--- config.mk ---
export PLATFORM = sky130hd
export DESIGN_NAME = bitops_pipe
export DESIGN_NICKNAME = d
export VERILOG_FILES = /design/src/rtl/bitops_pkg.sv /design/src/rtl/bitops_lane.sv /design/src/rtl/bitops_pipe.sv
export SDC_FILE = /design/constraint.sdc
export NUM_CORES = 1
export LEC_CHECK = 0
export BUFFER_PORTS_ARGS = -buffer_cell sky130_fd_sc_hd__buf_2
export CORE_MARGIN = 8
export CORE_UTILIZATION = 50
export DETAILED_ROUTE_END_ITERATION = 10
export GPL_TIMING_DRIVEN = 0
export PLACE_DENSITY = 0.75
export SLEW_MARGIN = 20
export SYNTH_ARGS = -nofsm -noshare
export SYNTH_HDL_FRONTEND = slang
export SYNTH_SLANG_ARGS = --single-unit
--- constraint.sdc ---
create_clock -name clk -period 1.9 [get_ports clk]
set_clock_uncertainty 0.2 [all_clocks]
set_input_delay 0.19 -clock clk [delete_from_list [all_inputs] [get_ports clk]]
set_output_delay 0.19 -clock clk [all_outputs]
set_load 0.02 [all_outputs]
--- src/rtl/bitops_pkg.sv ---
// Shared types for the bitwise logic pipeline: op encoding and counter width.
package bitops_pkg;

    typedef enum logic [2:0] {
        OP_PASS,
        OP_INV,
        OP_AND,
        OP_OR,
        OP_XOR,
        OP_NAND,
        OP_NOR,
        OP_XNOR
    } op_e;

    localparam int CNT_W = 16;

endpackage

--- src/rtl/bitops_lane.sv ---
// One lane of the logic unit: applies the selected op between a lane of A and the shared mask.
module bitops_lane
    import bitops_pkg::*;
#(
    parameter int WIDTH = 4
) (
    input  logic [WIDTH-1:0] a,
    input  logic [WIDTH-1:0] m,
    input  op_e              op,
    output logic [WIDTH-1:0] y,
    output logic             zero
);

    always_comb begin
        y = a;
        case (op)
            OP_PASS: y = a;
            OP_INV:  y = ~a;
            OP_AND:  y = a & m;
            OP_OR:   y = a | m;
            OP_XOR:  y = a ^ m;
            OP_NAND: y = ~(a & m);
            OP_NOR:  y = ~(a | m);
            OP_XNOR: y = ~(a ^ m);
            default: y = a;
        endcase
    end

    assign zero = (y == '0);

endmodule

--- src/rtl/bitops_pipe.sv ---
// Pipelined LANES x WIDTH bitwise unit: op result captured in stage 1, stages 2..DEPTH delay it,
// stall-all valid/ready flow control and a wrapping count of completed output transfers.
module bitops_pipe
    import bitops_pkg::*;
#(
    parameter int WIDTH = 4,
    parameter int LANES = 1,
    parameter int DEPTH = 2
) (
    input  logic                   clk,
    input  logic                   rst,
    input  logic                   in_valid,
    output logic                   in_ready,
    input  logic [LANES*WIDTH-1:0] in_a,
    input  logic [WIDTH-1:0]       in_mask,
    input  op_e                    in_op,
    output logic                   out_valid,
    input  logic                   out_ready,
    output logic [LANES*WIDTH-1:0] out_y,
    output logic [LANES-1:0]       out_zero,
    output logic [CNT_W-1:0]       xfer_count
);

    if (DEPTH < 1 || DEPTH > 4) begin : g_bad_depth
        $fatal(1, "bitops_pipe: DEPTH must be in 1..4");
    end

    logic [LANES*WIDTH-1:0]              w_y;
    logic [LANES-1:0]                    w_z;
    logic                                w_adv;
    logic [DEPTH:1]                      r_vld_pipe;
    logic [DEPTH:1][LANES*WIDTH-1:0]     r_y;
    logic [DEPTH:1][LANES-1:0]           r_z;
    logic [DEPTH:1]                      w_vld_in;
    logic [DEPTH:1][LANES*WIDTH-1:0]     w_y_in;
    logic [DEPTH:1][LANES-1:0]           w_z_in;
    logic [CNT_W-1:0]                    r_cnt;

    for (genvar l = 0; l < LANES; l++) begin : g_lane
        bitops_lane #(.WIDTH(WIDTH)) u_lane (
            .a    (in_a[l*WIDTH +: WIDTH]),
            .m    (in_mask),
            .op   (in_op),
            .y    (w_y[l*WIDTH +: WIDTH]),
            .zero (w_z[l])
        );
    end

    // Stage 1 only loads new data on a real beat; later stages copy their predecessor.
    for (genvar s = 1; s <= DEPTH; s++) begin : g_stage_in
        if (s == 1) begin : g_first
            assign w_vld_in[s] = in_valid;
            assign w_y_in[s]   = in_valid ? w_y : r_y[s];
            assign w_z_in[s]   = in_valid ? w_z : r_z[s];
        end else begin : g_rest
            assign w_vld_in[s] = r_vld_pipe[s-1];
            assign w_y_in[s]   = r_y[s-1];
            assign w_z_in[s]   = r_z[s-1];
        end
    end

    assign w_adv    = !r_vld_pipe[DEPTH] || out_ready;
    assign in_ready = w_adv;

    always_ff @(posedge clk) begin
        if (rst) begin
            r_vld_pipe <= '0;
            r_y        <= '0;
            r_z        <= '0;
        end else if (w_adv) begin
            r_vld_pipe <= w_vld_in;
            r_y        <= w_y_in;
            r_z        <= w_z_in;
        end
    end

    always_ff @(posedge clk) begin
        if (rst) begin
            r_cnt <= '0;
        end else if (r_vld_pipe[DEPTH] && out_ready) begin
            r_cnt <= r_cnt + CNT_W'(1);
        end
    end

    assign out_valid  = r_vld_pipe[DEPTH];
    assign out_y      = r_y[DEPTH];
    assign out_zero   = r_z[DEPTH];
    assign xfer_count = r_cnt;

endmodule

==> summary.txt, run 1 <==
first-pass GRT wire length - 5560 um
Post-Synth Adder-Cell Area - 7.21%
ant diodes - 0
Switching Fraction - 25.5%
drt via density - 5.23
Power Density - 586 mW/mm2
DP Wirelength - 2620 um
clock buffer depth - 2
Die Y - 71.9 um
Die Area - 0.00517 mm2
CTS tree - done
post-route non-filler standard cell count - 259
Syn Area/Cell - 8.44 um2
max-slew violations - 0
largest net degree at the start of global routing - 16
final instance area - 0.00185 mm2
xor-xnor portion of the synthesized cell area - 7.29%
RSZ-0062 raised after global routing - false
critical-path cell list - dlygate4sd3_1, buf_2, and3_1, and4_1, buf_4, nand2_1, or3_1, a21oi_1
CP max stage delay - 0.52 ns
crit end category - register
Pint - 806 uW
main combinational cell family by area after synthesis - simple AND/OR/NAND/NOR gates
Hold Crit Class - primary input to register
initial antenna violation count - 0
Clock Power Share - 26.4%
Post-Syn Nets - 209
simple-gate area share of the yosys netlist - 21.0%
max-cap violations - 0
Num CTS Buffers - 3
vias in the first global route - 1297
pre-CTS WS - -0.0975 ns
Hold Startpoint - rst
layout cell share with drive strength beyond 1 - 25.2%
Final nets - 251
Post-synth EDFFs - 0
Clock Latency Late Sink - 0.32 ns
P_leak - 0.000866 uW
root buf cell - clkbuf_4
FF-to-FF Start - xfer_count[3]
Crit Path Max Fanout - 6
Num Clock Sinks - 28
via count - 1355
drt first pass iters - 4
io pins - 38
Comb power frac - 16.7%
final worst-path cycle share - 96.0%
WP data required - 1.97 ns
WHS - 0.00597 ns
Clock transition at path regs - 0.15 ns
Avg WL per Cell - 12.5 um
slew at the pin with the worst max-slew slack - 0.455 ns
antenna viol nets, final - 0
crit path launch type - primary input
Async S/R FF share, synth - 0%
Post-Synthesis Cells - 185
Post-Syn Area - 0.00156 mm2
filler instances - 317
r2r setup slk - 0.10 ns
Reg power frac - 56.9%
M1 WL - 1500 um
Setup crit start - out_ready
total track usage - 12.9%
drt initial violations - 55
Main synth FF type - dfxtp_1
Worst slew margin - 69.7%
residual DRC count - 0
Die Width - 71.9 um
count of state elements after synthesis - 28
mux cell area share after synthesis - 8.17%
FF-to-FF path depth - 6
total wire length - 3240 um
Layout area overhead - 18.2%
setup bufs post-CTS - 0
post-route setup slack - 0.0767 ns
Core Rows - 20
Distinct cells, synth - 37
Met2 Routed Length - 1580 um
critical path endpoint - xfer_count[15]
Inst Count DP - 253
Initial Utilization - 52.0%
H-tree depth - 1
GP Congestion - 0.772
Synth Area in Compound Gates - 11.8%
Max VDD drop - 0.422 mV
status - complete, no violations
Overall Power - 1080 uW
worst r2r dst - xfer_count[15]
Crit path arrival time - 1.89 ns
minimum clock period - 1.82 ns
sequential element share of the synthesized area - 35.9%
grt ovf - 0
slowest cell on the critical path - dlygate4sd3_1
Ys Warns - 0
critical setup path kind - primary input to register
fmax - 548 MHz
Post-DP Area - 0.00178 mm2
Final Hold Vio Count - 0
NetSw - 276 uW
WL met3 - 153 um
core area - 0.00300 mm2
DR top layer - met4
Port Buffers - 35
final setup fails - 0
through the flow:
stage | TNS, ns | util [%]
global route | 0 | 61.5
global placement | -0.103 | 59.2
finish | 0 | 61.5
floorplan | 0 | -
CTS | 0 | 61.1
detailed placement | -0.156 | 59.2
area by class of cell:
class / instances / area [um2] / area share [%]
multi-input cells: 131 / 866 / 46.9
flip-flops and latches: 28 / 564 / 30.6
repair buffers: 37 / 195 / 10.6
plain buffers: 13 / 91.3 / 4.95
inverters: 13 / 51.3 / 2.78
well taps: 33 / 41.3 / 2.24
clock buffers: 4 / 36.3 / 1.97
timing repair:
| action | CTS | global route |
|---|---|---|
| resized for setup | 0 | 6 |
| hold endpoints to repair | 2 | 0 |
| endpoints found under the setup margin | 0 | 4 |
| hold buffers | 2 | 0 |
power by group through the flow:
stage	Clock (uW)	Combinational [uW]	Sequential [uW]
finish	286	180	616
global route	314	203	618
CTS	294	181	616
detailed placement	0	178	629
global placement	0	173	628
floorplan	0	124	629
cell usage in the layout, fill, tap and decap left out, types with 2 or more instances in the layout:
cell and count:
nor2b_1 3, a22oi_1 2, dfxtp_2 3, and4_1 3, dfxtp_1 25, nand2_1 25, mux2i_1 6, a21oi_1 11
dlygate4sd3_1 2, nor2_1 20, o211ai_1 2, o21ai_0 5, buf_4 6, nand4_1 4, buf_2 36, a211oi_1 2
xor2_1 10, nand3_1 8, clkbuf_1 3, buf_6 2, and3_1 2, mux4_2 2, inv_1 12, or3_1 2
xnor2_1 3, clkbuf_4 4, ha_1 9
synth_stat cells (2+ instances only):
library cell  count  area share, %
a211oi_1          2           0.96
a21oi_1          11            3.5
a22oi_1           2           0.96
and3_1            2           0.80
and4_1            3            1.7
buf_2             3           0.96
buf_4             5            2.4
buf_6             2            1.4
clkbuf_1          3           0.72
dfxtp_1          28             36
ha_1              9            7.2
inv_1            12            2.9
mux2i_1           6            3.8
mux4_2            2            2.9
nand2_1          25            6.0
nand3_1           8            2.6
nand4_1           4            1.6
nor2_1           20            4.8
nor2b_1           3            1.2
o211ai_1          2           0.96
o21ai_0           5            1.6
or3_1             2           0.80
xnor2_1           3            1.7
xor2_1           10            5.6
worst max-delay path: cells and delay by family:
family / cells / cell delay (ns)
AND/OR/NAND/NOR: 4 / 0.73
AO/OA/AOI/OAI: 1 / 0.15
buffers and inverters: 3 / 0.82
worst min path at each step:
stage	depth (start not counted)	slack, ns	endpoint
floorplan	2	0.15	xfer_count[1]
global placement	2	0.24	out_y[0]
detailed placement	2	0.25	r_vld_pipe[1]
CTS	2	0.01	xfer_count[1]
global route	2	0.03	xfer_count[1]
finish	2	0.006	xfer_count[1]
flip-flops by register name (all words and copies together) (netlist names):
signal,cells
r_vld_pipe,2
xfer_count,16
r_z,1
out_y,4
out_zero,1
r_y,4
per-layer routing:
layer	GRT usage, %	vias up
li1	-	707
met1	15.2	621
met2	22.8	25
met3	3.77	2
met4	1.59	0
met5	0	-
logic make-up (layout without fill, tap and decap cells):
| logic type | after synthesis | after routing |
|---|---|---|
| AOI/OAI and AO/OA | 28 | 28 |
| adders and majority gates | 9 | 9 |
| DFF | 28 | 28 |
| buffers and inverters | 26 | 67 |
| muxes | 10 | 10 |
| and+or+nand+nor | 71 | 71 |
| xor gates and xnor gates | 13 | 13 |
(Power assumes the default switching activity.)
==> inputs of run 2 (changes only) <==
--- a/config.mk
+++ b/config.mk
@@ -5,6 +5,7 @@
 export SDC_FILE = /design/constraint.sdc
 export NUM_CORES = 1
 export LEC_CHECK = 0
+export ABC_AREA = 1
 export BUFFER_PORTS_ARGS = -buffer_cell sky130_fd_sc_hd__buf_2
 export CORE_MARGIN = 8
 export CORE_UTILIZATION = 50
==> run 2 against run 1 <==
Global-route usage is 0.51 points higher. Critical path depth up 3. Flip-flop and latch count unchanged. Highest routed layer unchanged. Critical endpoint is now xfer_count[14].
==> summary.txt, run 2 <==
Comb power frac - 18.1% (+1.4 points)
Pint - 755 uW (-6.3%)
Port Buffers - 36 (+2.9%)
root buf cell - clkbuf_4
mux cell area share after synthesis - 0% (-8.2 points)
Num Clock Sinks - 28 (unchanged)
delay-heaviest family, CP - simple AND/OR/NAND/NOR gates
Core Rows - 21 (+5.0%)
Num CTS Buffers - 3 (unchanged)
Layout area overhead - 16.5%
core area - 0.00331 mm2 (+10%)
Inst Count DP - 335 (+32%)
Commonest cells post-synth - inv_1 (45), nor2_1 (44), nand2_1 (41)
count of state elements after synthesis - 28 (unchanged)
DP Wirelength - 2810 um (+7.2%)
Post-Synth Adder-Cell Area - 6.63% (-0.58 points)
post-route non-filler standard cell count - 339 (+31%)
via count - 1604 (+18%)
critical path endpoint - xfer_count[14]
crit path launch type - primary input
Setup TNS Final - 0 ns (unchanged)
Avg WL per Cell - 10.4 um (-17%)
clock buffer depth - 2 (unchanged)
commonest non-fill, non-tap cell in the layout - inv_1
Initial Utilization - 51.3% (-0.72 points)
Syn Area/Cell - 6.71 um2 (-20%)
Post-Synthesis Cells - 253 (+37%)
total track usage - 13.4% (+0.51 points)
Final Hold Vio Count - 0 (unchanged)
WP data required - 1.95 ns (-0.02 ns)
minimum clock period - 1.79 ns (-0.0294 ns)
Distinct cells, synth - 26 (-30%)
Switching Fraction - 28.4% (+2.9 points)
layout cell share with drive strength beyond 1 - 20.8% (-4.4 points)
Post-Syn Area - 0.00170 mm2 (+8.7%)
residual DRC count - 0 (unchanged)
area fraction of the dominant cell type after synthesis - 33.0% (-2.9 points)
io pins - 38 (unchanged)
Synth Area in Compound Gates - 11.8% (+0.012 points)
vias in the first global route - 1396 (+7.6%)
Setup crit start - out_ready
xor-xnor portion of the synthesized cell area - 1.03% (-6.3 points)
slew at the pin with the worst max-slew slack - 0.463 ns (+0.00845 ns)
top post-synthesis cells by area - dfxtp_1 (33%), inv_1 (9.9%), nor2_1 (9.7%), nand2_1 (9.1%), ha_1 (6.6%)
CP Buf/Inv Count - 2 (-1)
count leader, synth - inv_1
Hold Crit Class - primary input to register
Levels on crit path - 11 (+3)
CP max stage delay - 0.52 ns (about the same)
Largest register FFs - 16 (unchanged)
Crit path arrival time - 1.84 ns (-0.05 ns)
Clock Power Share - 23.3% (-3.1 points)
critical setup path kind - primary input to register
fmax - 557 MHz (+1.6%)
H-tree depth - 1 (unchanged)
first-pass GRT wire length - 5890 um (+5.8%)
simple-gate area share of the yosys netlist - 34.1% (+13 points)
setup bufs post-CTS - 0 (unchanged)
FF-to-FF Start - xfer_count[0]
ant diodes - 0 (unchanged)
status - complete, no violations
drt initial violations - 73 (+33%)
drt first pass iters - 4 (unchanged)
CTS tree - done
crit end category - register
Die Y - 74.3 um (+3.3%)
antenna viol nets, final - 0 (unchanged)
largest net degree at the start of global routing - 15 (-1)
sequential element share of the synthesized area - 33.0% (-2.9 points)
GP Congestion - 0.873 (+13%)
max-cap violations - 0 (unchanged)
initial antenna violation count - 0 (unchanged)
drt via density - 4.73 (-9.6%)
grt ovf - 0 (unchanged)
max-slew violations - 0 (unchanged)
total wire length - 3520 um (+8.6%)
Crit Path Max Fanout - 5 (-1)
Die Width - 74.3 um (+3.3%)
RSZ-0062 raised after global routing - false
Final nets - 319 (+27%)
Ys Warns - 0 (unchanged)
Max VDD drop - 0.219 mV (-48%)
highest-count cells in the layout ignoring fill and taps - inv_1 (45), nor2_1 (43), nand2_1 (41)
Power Density - 533 mW/mm2 (-9.0%)
worst r2r dst - xfer_count[14]
Post-Syn Nets - 277 (+33%)
final setup fails - 0 (unchanged)
r2r setup slk - 0.14 ns (+0.04 ns)
final worst-path cycle share - 94.4% (-1.5 points)
FF-to-FF path depth - 10 (+4)
Reg power frac - 58.6% (+1.7 points)
Die Area - 0.00552 mm2 (+6.8%)
Yosys top cell by area - dfxtp_1
filler instances - 342 (+7.9%)
Clock Latency Late Sink - 0.33 ns (about the same)
Worst slew margin - 69.1% (-0.56 points)
critical-path cell list - dlygate4sd3_1, buf_2, nand2_2, nor3_4, nand3_2, nor2_4, nand2_2, nor2_2, nand3_1, nand2_1, nor2_1
slowest cell on the critical path - dlygate4sd3_1
P_leak - 0.00103 uW (+19%)
NetSw - 300 uW (+8.7%)
Main synth FF type - dfxtp_1
Post-synth EDFFs - 0 (unchanged)
CP most frequent cell - nand2_2
Clock transition at path regs - 0.14 ns (about the same)
main combinational cell family by area after synthesis - simple AND/OR/NAND/NOR gates
Async S/R FF share, synth - 0% (unchanged)
## run 2: cell count changes after synthesis, sizes merged, moves of 6 or more
cell   delta
inv      +32
mux2i     -6
nand2    +18
nand3    +10
nand4     +6
nor2     +28
o21ai    +12
xor2      -8
## run 2: metal layers
layer / share of wire [%] / wire [um] / up-vias / global-route usage [%]
met2: 44 / 1550 / 27 / 21.5
met3: 5.2 / 184 / 4 / 2.96
met5: 0 / 0 / - / 0
met4: 1.8 / 65 / 0 / 5.87
li1: - / - / 882 / -
met1: 49 / 1720 / 691 / 16.7
## run 2: metrics by stage
stage	area (um2)	power [uW]	setup WS (ns)	hold WS (ns)	utilization (%)
after floorplan	1700	762	0.0930	0.150	-
after global placement	1940	815	0.111	0.249	58.5
after detailed placement	1940	820	0.0883	0.254	58.5
after CTS	1970	1060	0.0141	0.0308	59.5
after global routing	1980	1120	0.00160	0.0646	59.8
final	1980	1060	0.106	0.0400	59.8
## run 2: worst register-to-register path: cells and delay by family (launching register included)
family	cells	cell delay [ns]
adders and majority gates	1	0.15
buffers and inverters	1	0.06
DFF	1	0.39
and+or+nand+nor	8	0.88
## run 2: final cells by class
cell class | count | area, um2 | share of cell area (%)
flip-flops and latches | 28 | 563 | 28.5
clock buffers | 3 | 22.5 | 1.14
inverters | 45 | 169 | 8.54
multi-input cells | 171 | 917 | 46.4
plain buffers | 9 | 58.8 | 2.97
well taps | 46 | 57.6 | 2.91
repair buffers | 37 | 190 | 9.61
## run 2: worst min path at each step
stage             startpoint             to  slack [ns]  cells past startpoint
5_1_grt                  rst  xfer_count[5]        0.06                      4
3_3_place_gp   r_vld_pipe[1]  r_vld_pipe[2]        0.25                      2
2_1_floorplan      out_ready  xfer_count[1]        0.15                      2
4_1_cts                  rst  xfer_count[5]        0.03                      4
3_5_place_dp          r_y[0]       out_y[0]        0.25                      2
6_report                 rst  xfer_count[5]        0.04                      4
## run 2: cell families (layout without fill, tap and decap cells)
logic type / after synthesis / count (layout)
simple gates: 123 / 123
xor+xnor: 2 / 2
buf+inv: 54 / 94
fa+ha+maj: 9 / 9
compound gates: 37 / 37
flops: 28 / 28
## run 2: power groups by stage
stage               clock network [uW]  logic [uW]  registers, uW
floorplan                            0         128            634
global placement                     0         185            630
detailed placement                   0         189            631
CTS                                251         191            619
global route                       275         220            622
finish                             245         191            619
## run 2: what timing repair did
action | 4_1_cts | 5_1_grt
endpoints found under the hold margin | 2 | 0
endpoints found under the setup margin | 1 | 4
hold buffers | 1 | 0
resized for setup | 1 | 4
